### src/rtl/seg7_scan_driver.sv
`timescale 1ns / 1ps
// Time-multiplexed common-anode 7-segment hex display driver.
// The displayed value is snapshotted once per scan frame so a frame never mixes two values.
module seg7_scan_driver #(
    parameter int unsigned DIGITS      = 4,
    parameter int unsigned REFRESH_DIV = 50000
) (
    input  logic                  clk,
    input  logic                  rst,
    input  logic                  en,
    input  logic                  blank,
    input  logic [4*DIGITS-1:0]   value,
    input  logic [DIGITS-1:0]     dp,
    output logic [6:0]            seg,
    output logic                  dp_n,
    output logic [DIGITS-1:0]     an,
    output logic                  frame_tick
);

    localparam int unsigned DivW = (REFRESH_DIV > 1) ? $clog2(REFRESH_DIV) : 1;
    localparam int unsigned DigW = (DIGITS > 1) ? $clog2(DIGITS) : 1;
    localparam logic [DivW-1:0] DivLast = DivW'(REFRESH_DIV - 1);
    localparam logic [DigW-1:0] DigLast = DigW'(DIGITS - 1);

    logic [DivW-1:0]     div_cnt_q, div_cnt_d;
    logic [DigW-1:0]     dig_q, dig_d;
    logic [4*DIGITS-1:0] value_q;
    logic [DIGITS-1:0]   dp_q;
    logic                frame_tick_q;
    logic [6:0]          seg_q, seg_d;
    logic                dp_n_q, dp_n_d;
    logic [DIGITS-1:0]   an_q, an_d;

    logic                div_wrap;
    logic                frame_end;
    logic [DIGITS-1:0]   lead_zero;
    logic                zero_acc;
    logic [3:0]          nib;
    logic                dp_sel;
    logic                digit_blank;

    function automatic logic [6:0] hexdec(input logic [3:0] n);
        logic [6:0] s;
        case (n)
            4'h0:    s = 7'h40;
            4'h1:    s = 7'h79;
            4'h2:    s = 7'h24;
            4'h3:    s = 7'h30;
            4'h4:    s = 7'h19;
            4'h5:    s = 7'h12;
            4'h6:    s = 7'h02;
            4'h7:    s = 7'h78;
            4'h8:    s = 7'h00;
            4'h9:    s = 7'h10;
            4'hA:    s = 7'h08;
            4'hB:    s = 7'h03;
            4'hC:    s = 7'h46;
            4'hD:    s = 7'h21;
            4'hE:    s = 7'h06;
            default: s = 7'h0E;
        endcase
        return s;
    endfunction

    // Prescaler and digit counter; both free-run independently of en.
    always_comb begin
        div_wrap  = (div_cnt_q == DivLast);
        frame_end = div_wrap && (dig_q == DigLast);
        div_cnt_d = div_wrap ? '0 : div_cnt_q + DivW'(1);
        dig_d     = dig_q;
        if (frame_end) begin
            dig_d = '0;
        end else if (div_wrap) begin
            dig_d = dig_q + DigW'(1);
        end
    end

    // lead_zero[k]: nibbles k..DIGITS-1 of the snapshot are all zero.
    always_comb begin
        lead_zero = '0;
        zero_acc  = 1'b1;
        for (int i = DIGITS - 1; i >= 0; i--) begin
            zero_acc     = zero_acc & (value_q[4*i +: 4] == 4'h0);
            lead_zero[i] = zero_acc;
        end
    end

    always_comb begin
        nib         = '0;
        dp_sel      = 1'b0;
        digit_blank = 1'b0;
        an_d        = '1;
        for (int i = 0; i < DIGITS; i++) begin
            if (dig_q == DigW'(i)) begin
                nib         = value_q[4*i +: 4];
                dp_sel      = dp_q[i];
                digit_blank = blank && (i != 0) && lead_zero[i];
                if (en) begin
                    an_d[i] = 1'b0;
                end
            end
        end
        seg_d  = (en && !digit_blank) ? hexdec(nib) : 7'h7F;
        dp_n_d = en ? ~dp_sel : 1'b1;
    end

    always_ff @(posedge clk or negedge rst) begin
        if (!rst) begin
            div_cnt_q    <= '0;
            dig_q        <= '0;
            value_q      <= '0;
            dp_q         <= '0;
            frame_tick_q <= 1'b0;
            seg_q        <= 7'h7F;
            dp_n_q       <= 1'b1;
            an_q         <= '1;
        end else begin
            div_cnt_q    <= div_cnt_d;
            dig_q        <= dig_d;
            frame_tick_q <= frame_end;
            if (frame_end) begin
                value_q <= value;
                dp_q    <= dp;
            end
            seg_q  <= seg_d;
            dp_n_q <= dp_n_d;
            an_q   <= an_d;
        end
    end

    assign seg        = seg_q;
    assign dp_n       = dp_n_q;
    assign an         = an_q;
    assign frame_tick = frame_tick_q;

endmodule

### config.mk
export PLATFORM = sky130hd
export DESIGN_NAME = seg7_scan_driver
export DESIGN_NICKNAME = d
export VERILOG_FILES = /design/src/rtl/seg7_scan_driver.sv
export SDC_FILE = /design/constraint.sdc
export NUM_CORES = 1
export LEC_CHECK = 0
export ABC_CLOCK_PERIOD_IN_PS = 4400
export CAP_MARGIN = 20
export CORE_ASPECT_RATIO = 2
export CORE_MARGIN = 8
export CORE_UTILIZATION = 55
export DETAILED_ROUTE_END_ITERATION = 16
export PLACE_DENSITY = 0.81
export SLEW_MARGIN = 0
export SYNTH_ARGS = -nofsm -noshare
export SYNTH_HDL_FRONTEND = slang
export SYNTH_SLANG_ARGS = --single-unit
### constraint.sdc
create_clock -name clk -period 4.4 [get_ports clk]
set_clock_uncertainty 0.15 [all_clocks]
set_input_delay 1.1 -clock clk [delete_from_list [all_inputs] [get_ports clk]]
set_output_delay 1.1 -clock clk [all_outputs]
set_load 0.1 [all_outputs]
# After elaboration in Yosys (flattened, before gate mapping)
# Memory sizes are Yosys's and may differ from the RTL's.
# Cells that the tools add are included.
dict set report totals {
  mem_count 1
  reg_bits 51
  word_cells 50
  latch_bits 0
  rom_bits 112
  output_inout_bits 13
  input_bits 24
  mem_bits_rw 0
}
dict set report classes {
  shifts 0
  n_mul 0
  reduce_logical 11
  add_sub_neg 2
  mux 21
  n_eq_ne 4
  magnitude_cmp 0
  div 0
  bitwise_logic 3
}
# memory words word_bits read_ports rd_clocked_by_memory_dff wr line_no
set memory_table {}
lappend memory_table {{(name not given)} 16 7 1 0 0 44} ;# case (n)
# operator n
set ops {}
lappend ops {{adder 16 x 1 -> 16 bit, second input constant} 1}
lappend ops {{equality test 16 bit, second input constant} 1}
lappend ops {{two-way mux 16 bit} 1}
lappend ops {{two-way mux 4 bit} 4}
lappend ops {{two-way mux 1 bit} 13}
lappend ops {{logical NOT 4 bit} 3}
lappend ops {{two-way mux 7 bit} 1}
lappend ops {{logical AND 1 bit} 5}
lappend ops {{equality test 2 bit, second input constant} 2}
lappend ops {{two-way mux 2 bit} 2}
lappend ops {{adder 2 x 1 -> 2 bit, second input constant} 1}
lappend ops {{AND 1 bit} 2}
lappend ops {{equality test 2 x 1 -> 1 bit, second input constant} 1}
lappend ops {{logical NOT 2 bit} 1}
lappend ops {{nonzero test 2 bit} 1}
lappend ops {{logical NOT 1 bit} 1}
lappend ops {{inverter 1 bit} 1}

# Logic depth before layout (Yosys ltp)
dict set report depth {
  depth_word 10
  depth_mapped 12
  depth_no_buf 11
}

# Least setup slack after synthesis
# Ideal clock, no wire load.
dict set report synth_timing {
  path_kind {flip-flop to flip-flop}
  from {register dig_q[1]}
  to {register seg_q[3], in the netlist seg[3]}
  n_path_buf 1
  required_time_ps 4160
  period_less_slack_ps 2468
  stages_incl_launch_ff 11
  slack_ps 1932
  arrival_time_ps 2228
  setup_ps 90
  path_cell_list {dfrtp_1 > inv_1 > ha_1 > clkbuf_1 > a211oi_1 > a221oi_1 > inv_1 > ha_1 > nor2_1 > a211oi_1 > o21ai_0}
}
dict set report synth_between {
  elab_chain_cells 7
  elab_cells_between_ends 15
  classes_between {eq/ne (3); mux (8); reduce/logical (3); memory (1)}
}
# element line_no
set synth_lines {}
lappend synth_lines {{start: declaration} 26} ;# logic [DigW-1:0] dig_q, dig_d;
lappend synth_lines {{start signal: assignment} 119} ;# dig_q <= dig_d;
lappend synth_lines {{logical NOT 2 bit or equality test 2 x 1 -> 1 bit (tied branches)} 94} ;# if (dig_q == DigW'(i)) begin
lappend synth_lines {{two-way mux 4 bit or two-way mux 1 bit (tied branches) (3 in a row)} 94}
lappend synth_lines {{two-way mux 4 bit or logical NOT 1 bit (tied branches)} {94, 103}}
lappend synth_lines {{memory read (16 x 7 bit) or logical AND 1 bit (tied branches)} -}
lappend synth_lines {{two-way mux 7 bit *} 103} ;# seg_d = (en && !digit_blank) ? hexdec(nib) : 7'h7F;
lappend synth_lines {{via seg_d[3]} 30} ;# logic [6:0] seg_q, seg_d;
lappend synth_lines {{end signal: assignment} 125} ;# seg_q <= seg_d;
lappend synth_lines {{end: declaration} 30}
# Mark *: on every way through the listed nets, which the timed path passes. The rest lies on a longest branch.
# A chain may end at the register's enable or synchronous reset.

# Worst setup path in the final report
dict set report layout_timing {
  from {register seg_q[0], in the netlist seg[0]}
  to {output port seg[0]}
}
# element line_no
set layout_lines {}
lappend layout_lines {{end: declaration} 14} ;# output logic [6:0] seg,
# No word-level cell between the ends.

==> implementation parameters <==
Parameter                              Value

STA
  Unrepaired setup endpoints after global routing ... no
  Post-route fraction of the period consumed by the critical path ... 0.7292
  Final-layout setup total negative slack ... 0 ps
  Count of pins over their slew limit ... 0
  Max-Slew Margin vs Limit ... 0.3386
  Final Hold Violating Endpoints ... 0
  Number of endpoints failing setup at the final stage ... 0
  Clock period minus final worst setup slack ... roughly 3200 ps
  Achievable Freq ... ~310 MHz
  Transition at the pin with the smallest max-transition slack ... between 900 and 1000 ps

Power and ir drop
  Net switching share of the total power ... 0.2546
  Total leakage power ... around 1.3 nW
  Clock power frac ... 0.301
  Logic gate share of total power ... 0.141
  Power consumption ... ~0.00089 W
  Sequential fraction of design power ... 0.558
  Power per cell area ... ~300 mW/mm²
  Switching pwr ... 0.0002259 W
  Internal power of the cells ... about 0.00066 W
  Peak supply drop ... roughly 0.00026 V

CTS
  Root cell of the clock tree ... clkbuf_8
  Hold-fix buffer count after cts ... 0
  Largest buffer count on any clock path ... 2
  Clock transition at the registers of the reported paths ... ~80 ps
  CTS tree ... done
  TritonCTS sink count ... 51
  Source-to-sink clock delay at the later pin of the worst-skew pair ... around 300 ps
  H-tree levels ... 2
  Total clock buffers created by CTS ... 5
  Number of resized instances in the post-cts repair step ... 0
  # Post-CTS Setup Buffers ... 0

Critical path
  Reg-to-reg slack, setup ... ~1500 ps
  Terminus of the critical flop-to-flop path ... seg[3]
  Reg2Reg Depth ... 8
  Launch instance of the worst register-to-register path ... dig_q[0]
  Crit path max fanout ... 1
  Slowest stage cell, crit path ... clkdlybuf4s50_1
  Ordered list of cells on the worst path ... clkdlybuf4s50_1
  Crit-path max cell delay ... ~1100 ps
  Kind of start point of the critical path ... register
  Buffers & Inverters on Critical Path ... 1
  Worst path arrival time ... approximately 2000 ps
  Required time of the worst setup path ... 3150 ps
  Category of cells accounting for the largest share of critical-path delay ... buffers and inverters
  Kind of critical path ... reg2out
  Endpoint type of the worst setup path ... output pin

Detailed routing
  DRT iter0 DRCs ... 59
  Length of the first detailed-routing pass in iterations ... 4
  DRC violation count after routing ... 0
  Post-DR vias/cell ... about 5.5
  Via count of the routed design ... around 1700
  Number of antenna-violating nets in the routed design ... 0
  Post-Route WL ... around 4.7 mm
  Wire length per cell ... approximately 15 µm

Hold path
  Beginning of the worst hold path ... div_cnt_q[11]
  Worst hold path type ... reg2reg
  Number of stages on the worst hold path ... 1
  Endpoint, Worst Hold ... div_cnt_q[11]

Synth
  Share of the yosys chip area belonging to registers ... 0.5163
  Synth area leader ... dfrtp_1
  Dominant synthesized flop cell ... dfrtp_1
  Syn. warnings ... 0
  Number of distinct library cell variants in the gate-level netlist after synthesis ... roughly 40
  Number of synthesized register bits ... 51
  Avg Cell Area, Syn ... 11.47 µm²
  Commonest cells post-synth ... 39 x dfrtp_1, 18 x nand2_1, 16 x nor2_1
  Cell with the most instances after synthesis ... dfrtp_1
  Area contributors post-synth ... dfrtp_1 39%, dfstp_2 13%, mux2_4 6.0%
  Post-Synthesis Cells ... about 220
  Fraction of registers with async set/reset ... 1.000
  Number of synthesized flops with an enable pin ... 0
  Fraction of synthesized cell area taken by the top area cell type ... 0.3902
  Cell area after synthesis ... 0.002501 mm²
  Synthesized Nets ... ~250

Global routing
  Antenna violations before repair ... 0
  Wire length of the first global-routing pass ... between 8 and 9 mm
  Overall track demand over capacity in global routing ... 0.1423
  Maximum number of pins on one net before global-route repair ... between 50 and 60
  Number of global-route vias before repair ... approximately 1800
  Overflow left after global routing ... 0

Job
  Maximum Capacitance Violations ... 0

Status
  Outcome ... complete, no violations

Finish
  Share of layout cells above drive strength 1 ... 0.1719
  Area added between synthesis and finish ... 20.16%
  Diode insertion count for antenna repair ... 0
  Nets ... 290
  Post-route cell area ... 0.003005 mm²

Floorplanning
  Number of ports placed on the die boundary ... 37
  Die width ... between 60 and 70 µm
  Die Height ... roughly 110 µm
  Starting density of the core ... 0.5545
  Die footprint ... ~0.0071 mm²
  Number of core rows ... 35
  Floorplan Core Area ... 0.004511 mm²

Placed design
  Global placer's final weighted congestion ... 0.8739
  Post-detail-place hpwl ... around 3.4 mm
  Area post-placement ... about 0.0029 mm²
  Number of buffer cells added on primary ports ... 36
-- layer usage --
layer | vias up | GRT usage | routed length (µm)
met5 | - | 0 | 0
met4 | 0 | 0.05247 | 70
met3 | 5 | 0.05126 | 308
met2 | 48 | 0.2146 | 2164
met1 | 811 | 0.1816 | 2139
li1 | 837 | - | -
-- registers in the layout, indices dropped and copies added (netlist names) --
register and count:
dp_n 1, dig_q 2, div_cnt_q 16, seg 7
dp_q 4, an 4, frame_tick 1, value_q 16
-- worst max-delay path by stage --
stage / cells after the start / start / to / slack, ps
after floorplan: 10 / dig_q[1] / seg[3] / 1930
after global placement: 8 / dig_q[0] / seg[3] / 1530
after detailed placement: 1 / seg[0] / seg[0] / 1510
after CTS: 1 / seg[0] / seg[0] / 1180
after global routing: 1 / seg[0] / seg[0] / 1150
final: 1 / seg[0] / seg[0] / 1190
-- placed cells by master, fill, tap and decap left out, drive strengths merged --
cell | Yosys | final
clkinv | 0 | 1
clkdlybuf4s50 | 0 | 35
and2 | 2 | 2
nor2 | 16 | 16
xor2 | 10 | 10
buf | 2 | 3
o221ai | 5 | 5
a311oi | 2 | 2
or3 | 1 | 1
mux2i | 1 | 1
clkbuf | 6 | 7
ha | 11 | 11
nor2b | 5 | 5
nor3b | 3 | 3
o21ai | 9 | 9
or4b | 2 | 2
nor4 | 4 | 4
o31ai | 1 | 1
mux2 | 18 | 18
a311o | 1 | 1
xnor2 | 4 | 4
inv | 9 | 9
a21oi | 7 | 7
nand2 | 19 | 19
nand4 | 3 | 3
dfstp | 12 | 12
nand3 | 9 | 9
nor3 | 1 | 1
o31a | 1 | 1
and4 | 3 | 3
nand2b | 2 | 2
and3 | 1 | 1
a211oi | 2 | 2
nand3b | 3 | 3
a221oi | 2 | 2
a21o | 1 | 1
a31o | 1 | 1
dfrtp | 39 | 39
-- cell families after synthesis --
| kind of cell | after synthesis | synth area share |
|---|---|---|
| multiplexers | 19 | 0.1001 |
| buffers and inverters | 17 | 0.02851 |
| XOR/XNOR | 14 | 0.04902 |
| AND/OR/NAND/NOR | 74 | 0.1646 |
| adder cells (fa/ha/maj) | 11 | 0.05503 |
| AO/OA/AOI/OAI | 32 | 0.08654 |
| flip-flops | 51 | 0.5163 |
-- final cells by class --
type / instances / area (µm²)
clock buffer: 7 / 86.33
sequential: 51 / 1291
tap: 55 / 68.82
fill: 340 / 1505
inverter: 9 / 33.78
multi-input combinational: 150 / 1139
clock inverter: 1 / 3.754
timing repair buffer: 38 / 382.9
-- power groups by stage --
stage	sequential, W	clock, W	combinational, W
floorplan	0.000548	0	0.0000306
global placement	0.000503	0	0.000122
detailed placement	0.000504	0	0.000124
CTS	0.000495	0.000273	0.000125
global route	0.000497	0.000288	0.000134
finish	0.000495	0.000267	0.000125
-- metrics by stage --
step           setup slack, ps  std cells  hold slack [ps]  utilization
5_1_grt                   1150        311            378.3       0.6663
6_report                  1191        311            346.3       0.6663
2_1_floorplan             1932        218            303.5            -
3_5_place_dp              1507        302            329.9       0.6419
4_1_cts                   1178        310            347.1       0.6619
3_3_place_gp              1525        302            332.6       0.6419
Power figures use the tool's default switching activity.
==> edit: new RTL, same flow settings <==
Add an input register stage for `en`, `blank`, `value` and `dp`, without a reset; this delays them by one clock.
--- a/src/rtl/seg7_scan_driver.sv
+++ b/src/rtl/seg7_scan_driver.sv
@@ -21,6 +21,18 @@
     localparam int unsigned DigW = (DIGITS > 1) ? $clog2(DIGITS) : 1;
     localparam logic [DivW-1:0] DivLast = DivW'(REFRESH_DIV - 1);
     localparam logic [DigW-1:0] DigLast = DigW'(DIGITS - 1);
+
+    logic en_q;
+    logic blank_q;
+    logic [4*DIGITS-1:0] value_r;
+    logic [DIGITS-1:0] dp_r;
+
+    always_ff @(posedge clk) begin
+        en_q    <= en;
+        blank_q <= blank;
+        value_r <= value;
+        dp_r    <= dp;
+    end
 
     logic [DivW-1:0]     div_cnt_q, div_cnt_d;
     logic [DigW-1:0]     dig_q, dig_d;
@@ -94,14 +106,14 @@
             if (dig_q == DigW'(i)) begin
                 nib         = value_q[4*i +: 4];
                 dp_sel      = dp_q[i];
-                digit_blank = blank && (i != 0) && lead_zero[i];
-                if (en) begin
+                digit_blank = blank_q && (i != 0) && lead_zero[i];
+                if (en_q) begin
                     an_d[i] = 1'b0;
                 end
             end
         end
-        seg_d  = (en && !digit_blank) ? hexdec(nib) : 7'h7F;
-        dp_n_d = en ? ~dp_sel : 1'b1;
+        seg_d  = (en_q && !digit_blank) ? hexdec(nib) : 7'h7F;
+        dp_n_d = en_q ? ~dp_sel : 1'b1;
     end
 
     always_ff @(posedge clk or negedge rst) begin
@@ -119,8 +131,8 @@
             dig_q        <= dig_d;
             frame_tick_q <= frame_end;
             if (frame_end) begin
-                value_q <= value;
-                dp_q    <= dp;
+                value_q <= value_r;
+                dp_q    <= dp_r;
             end
             seg_q  <= seg_d;
             dp_n_q <= dp_n_d;
Formal check against the unedited RTL: not equivalent (a bounded check fails within 4 cycles, from zero or initial values and one cycle with rst low).
==> edit against the unedited design <==
Hold slack worse by 0.052 ns; area after synthesis increased by 18%; power grew 43%; via count increased by 13%; core utilization grew 0.48 points; sequential cell count rose by 22; global-route usage shrank 0.33 points; maximum frequency shrank 0.54%; setup slack worse by 0.017 ns; routed wire length grew 9.9%; clock power grew 94%; final cell count is 12% higher; cell area grew 19%.
==> edit: results (changes against the unedited design) <==
- Worst Setup SP: seg[2]
- Vias in the first global route: 1,933 (+9.3%)
- Hold Path Class: flip-flop to flip-flop
- Share of the synthesized area in the top cell type: 33.0% (-6.0 points)
- Initial antenna violation count: 0 (unchanged)
- Clk_lat worst skew: 0.34 ns (+0.04 ns)
- Detail Placement HPWL: 3810 µm (+11%)
- Routed wl met3: 307 µm (-0.32%)
- Global-route wire length before repair: 8670 µm (+3.9%)
- P_leak: 1.56 nW (+16%)
- Yosys warning total: 0 (unchanged)
- Post-synth cell types: 41 (unchanged)
- Worst slew pin tran: 0.976 ns (-0.0127 ns)
- Biggest regs: div_cnt_q (16), value_q (16), value_r (16)
- Fillers: 403 (+19%)
- Min-delay src: dp_r[2]
- Met2 wire length: 2610 µm (+21%)
- Largest net degree at the start of global routing: 52 (unchanged)
- GPL Wtd Cong: 0.878 (+0.46%)
- Synthesized Nets: 278 (+9.9%)
- H-tree depth: 3 (+1)
- Asr flop ratio synth: 69.9% (-30 points)
- Aggregate global-route resource usage: 13.9% (-0.33 points)
- Top layer in use: met4
- Layout cell share with drive strength beyond 1: 14.9% (-2.3 points)
- Crit-path max FO: 1 (unchanged)
- Wl on met1: 2170 µm (+1.5%)
- Wire length per cell: 14.7 µm (-2.1%)
- Post-CTS Resized: 0 (unchanged)
- Drt pass-1 iters: 4 (unchanged)
- CTS buffer count: 9 (+4)
- Worst VDD drop: 0.300 mV (+14%)
- Post-synthesis sequential area ratio: 58.6% (+7.0 points)
- Clock slew at reported path FFs: roughly 0.07 ns
- Outcome: finished clean
- Synth cell count leaders: dfrtp_1 (39), nand2_1 (26), dfxtp_1 (22)
- Top FF cell, synth: dfrtp_1
- # port buffers: 36 (unchanged)
- Slowest cell on crit path: clkdlybuf4s50_1
- Maximum clock path buffer count: 2 (unchanged)
- Post-CTS setup buffers: 0 (unchanged)
- Clock Tree Root: clkbuf_8
- DR vias/cell: 5.52 (+0.85%)
- FF-to-FF Start: dig_q[0]
- Crit path largest cell delay: 1.12 ns (-0.02 ns)
- Antenna Cells: 0 (unchanged)
- Synth top area cells: dfrtp_1 (33%), dfxtp_1 (15%), dfstp_2 (11%), ha_1 (4.7%), mux2_4 (4.6%)
- Number of nets in the layout: 319 (+10%)
- Number of DRC markers in iteration 0: 118 (+100%)
- CP delay by family, top: buffers and inverters
## edit: changes by cell type after synthesis, sizes merged, moves of 3 or more
cell    unedited run  this run
dfxtp              0        22
nand2             19        26
xor2              10         6
buf                2         5
clkbuf             6         3
inv                9         6
mux2              18        21
nand3              9         6
xnor2              4         7
## edit: cell type report
class | count | share of cell area, %
Clock buffer | 15 | 5.81
Clock inverter | 1 | 0.140
Inverter | 6 | 0.630
Multi-Input combinational cell | 156 | 32.1
Sequential cell | 73 | 48.5
Tap cell | 60 | 2.10
Timing Repair Buffer | 38 | 10.7
## edit: final timing paths
kind / end / slack [ns] / cells after the start
setup / recovery: seg[2] / 1.17 / 1
hold / removal: dp_q[2] / 0.29 / 1
setup reg to reg: seg[1] / 1.50 / 8
hold reg to reg: dp_q[2] / 0.29 / 1
max in group asynchronous: an[3] / 3.05 / 2
min in group asynchronous: value_q[5] / 0.49 / 1
## edit: cells by family (layout without fill, tap and decap cells)
group | Yosys count | in the layout | synth area share, %
compound gates | 28 | 28 | 6.52
xor+xnor | 13 | 13 | 3.85
fa+ha+maj | 11 | 11 | 4.66
buf+inv | 14 | 60 | 2.54
flops | 73 | 73 | 58.6
mux | 22 | 22 | 9.48
simple gates | 82 | 82 | 14.4
## edit: metrics by stage
stage	hold slack [ns]	cell area, µm²	setup WS, ns	util [%]	cells
after floorplan	0.261	2960	1.96	-	243
after global placement	0.276	3330	1.53	62.6	331
after detailed placement	0.283	3340	1.50	62.7	332
after CTS	0.300	3550	1.14	66.7	348
after global routing	0.311	3570	1.12	67.1	349
final	0.295	3570	1.17	67.1	349
## edit: metal layers
metal,vias to the layer above,GRT usage (%)
li1,930,-
met1,938,16.6
met2,52,21.5
met3,5,4.67
met4,0,6.97
met5,-,0
## edit: power breakdown
part | internal [mW] | total [mW] | switching [mW]
Clock | 0.300 | 0.519 | 0.219
Combinational | 0.0259 | 0.0649 | 0.0390
Sequential | 0.685 | 0.689 | 0.00416
Total | 1.01 | 1.27 | 0.262
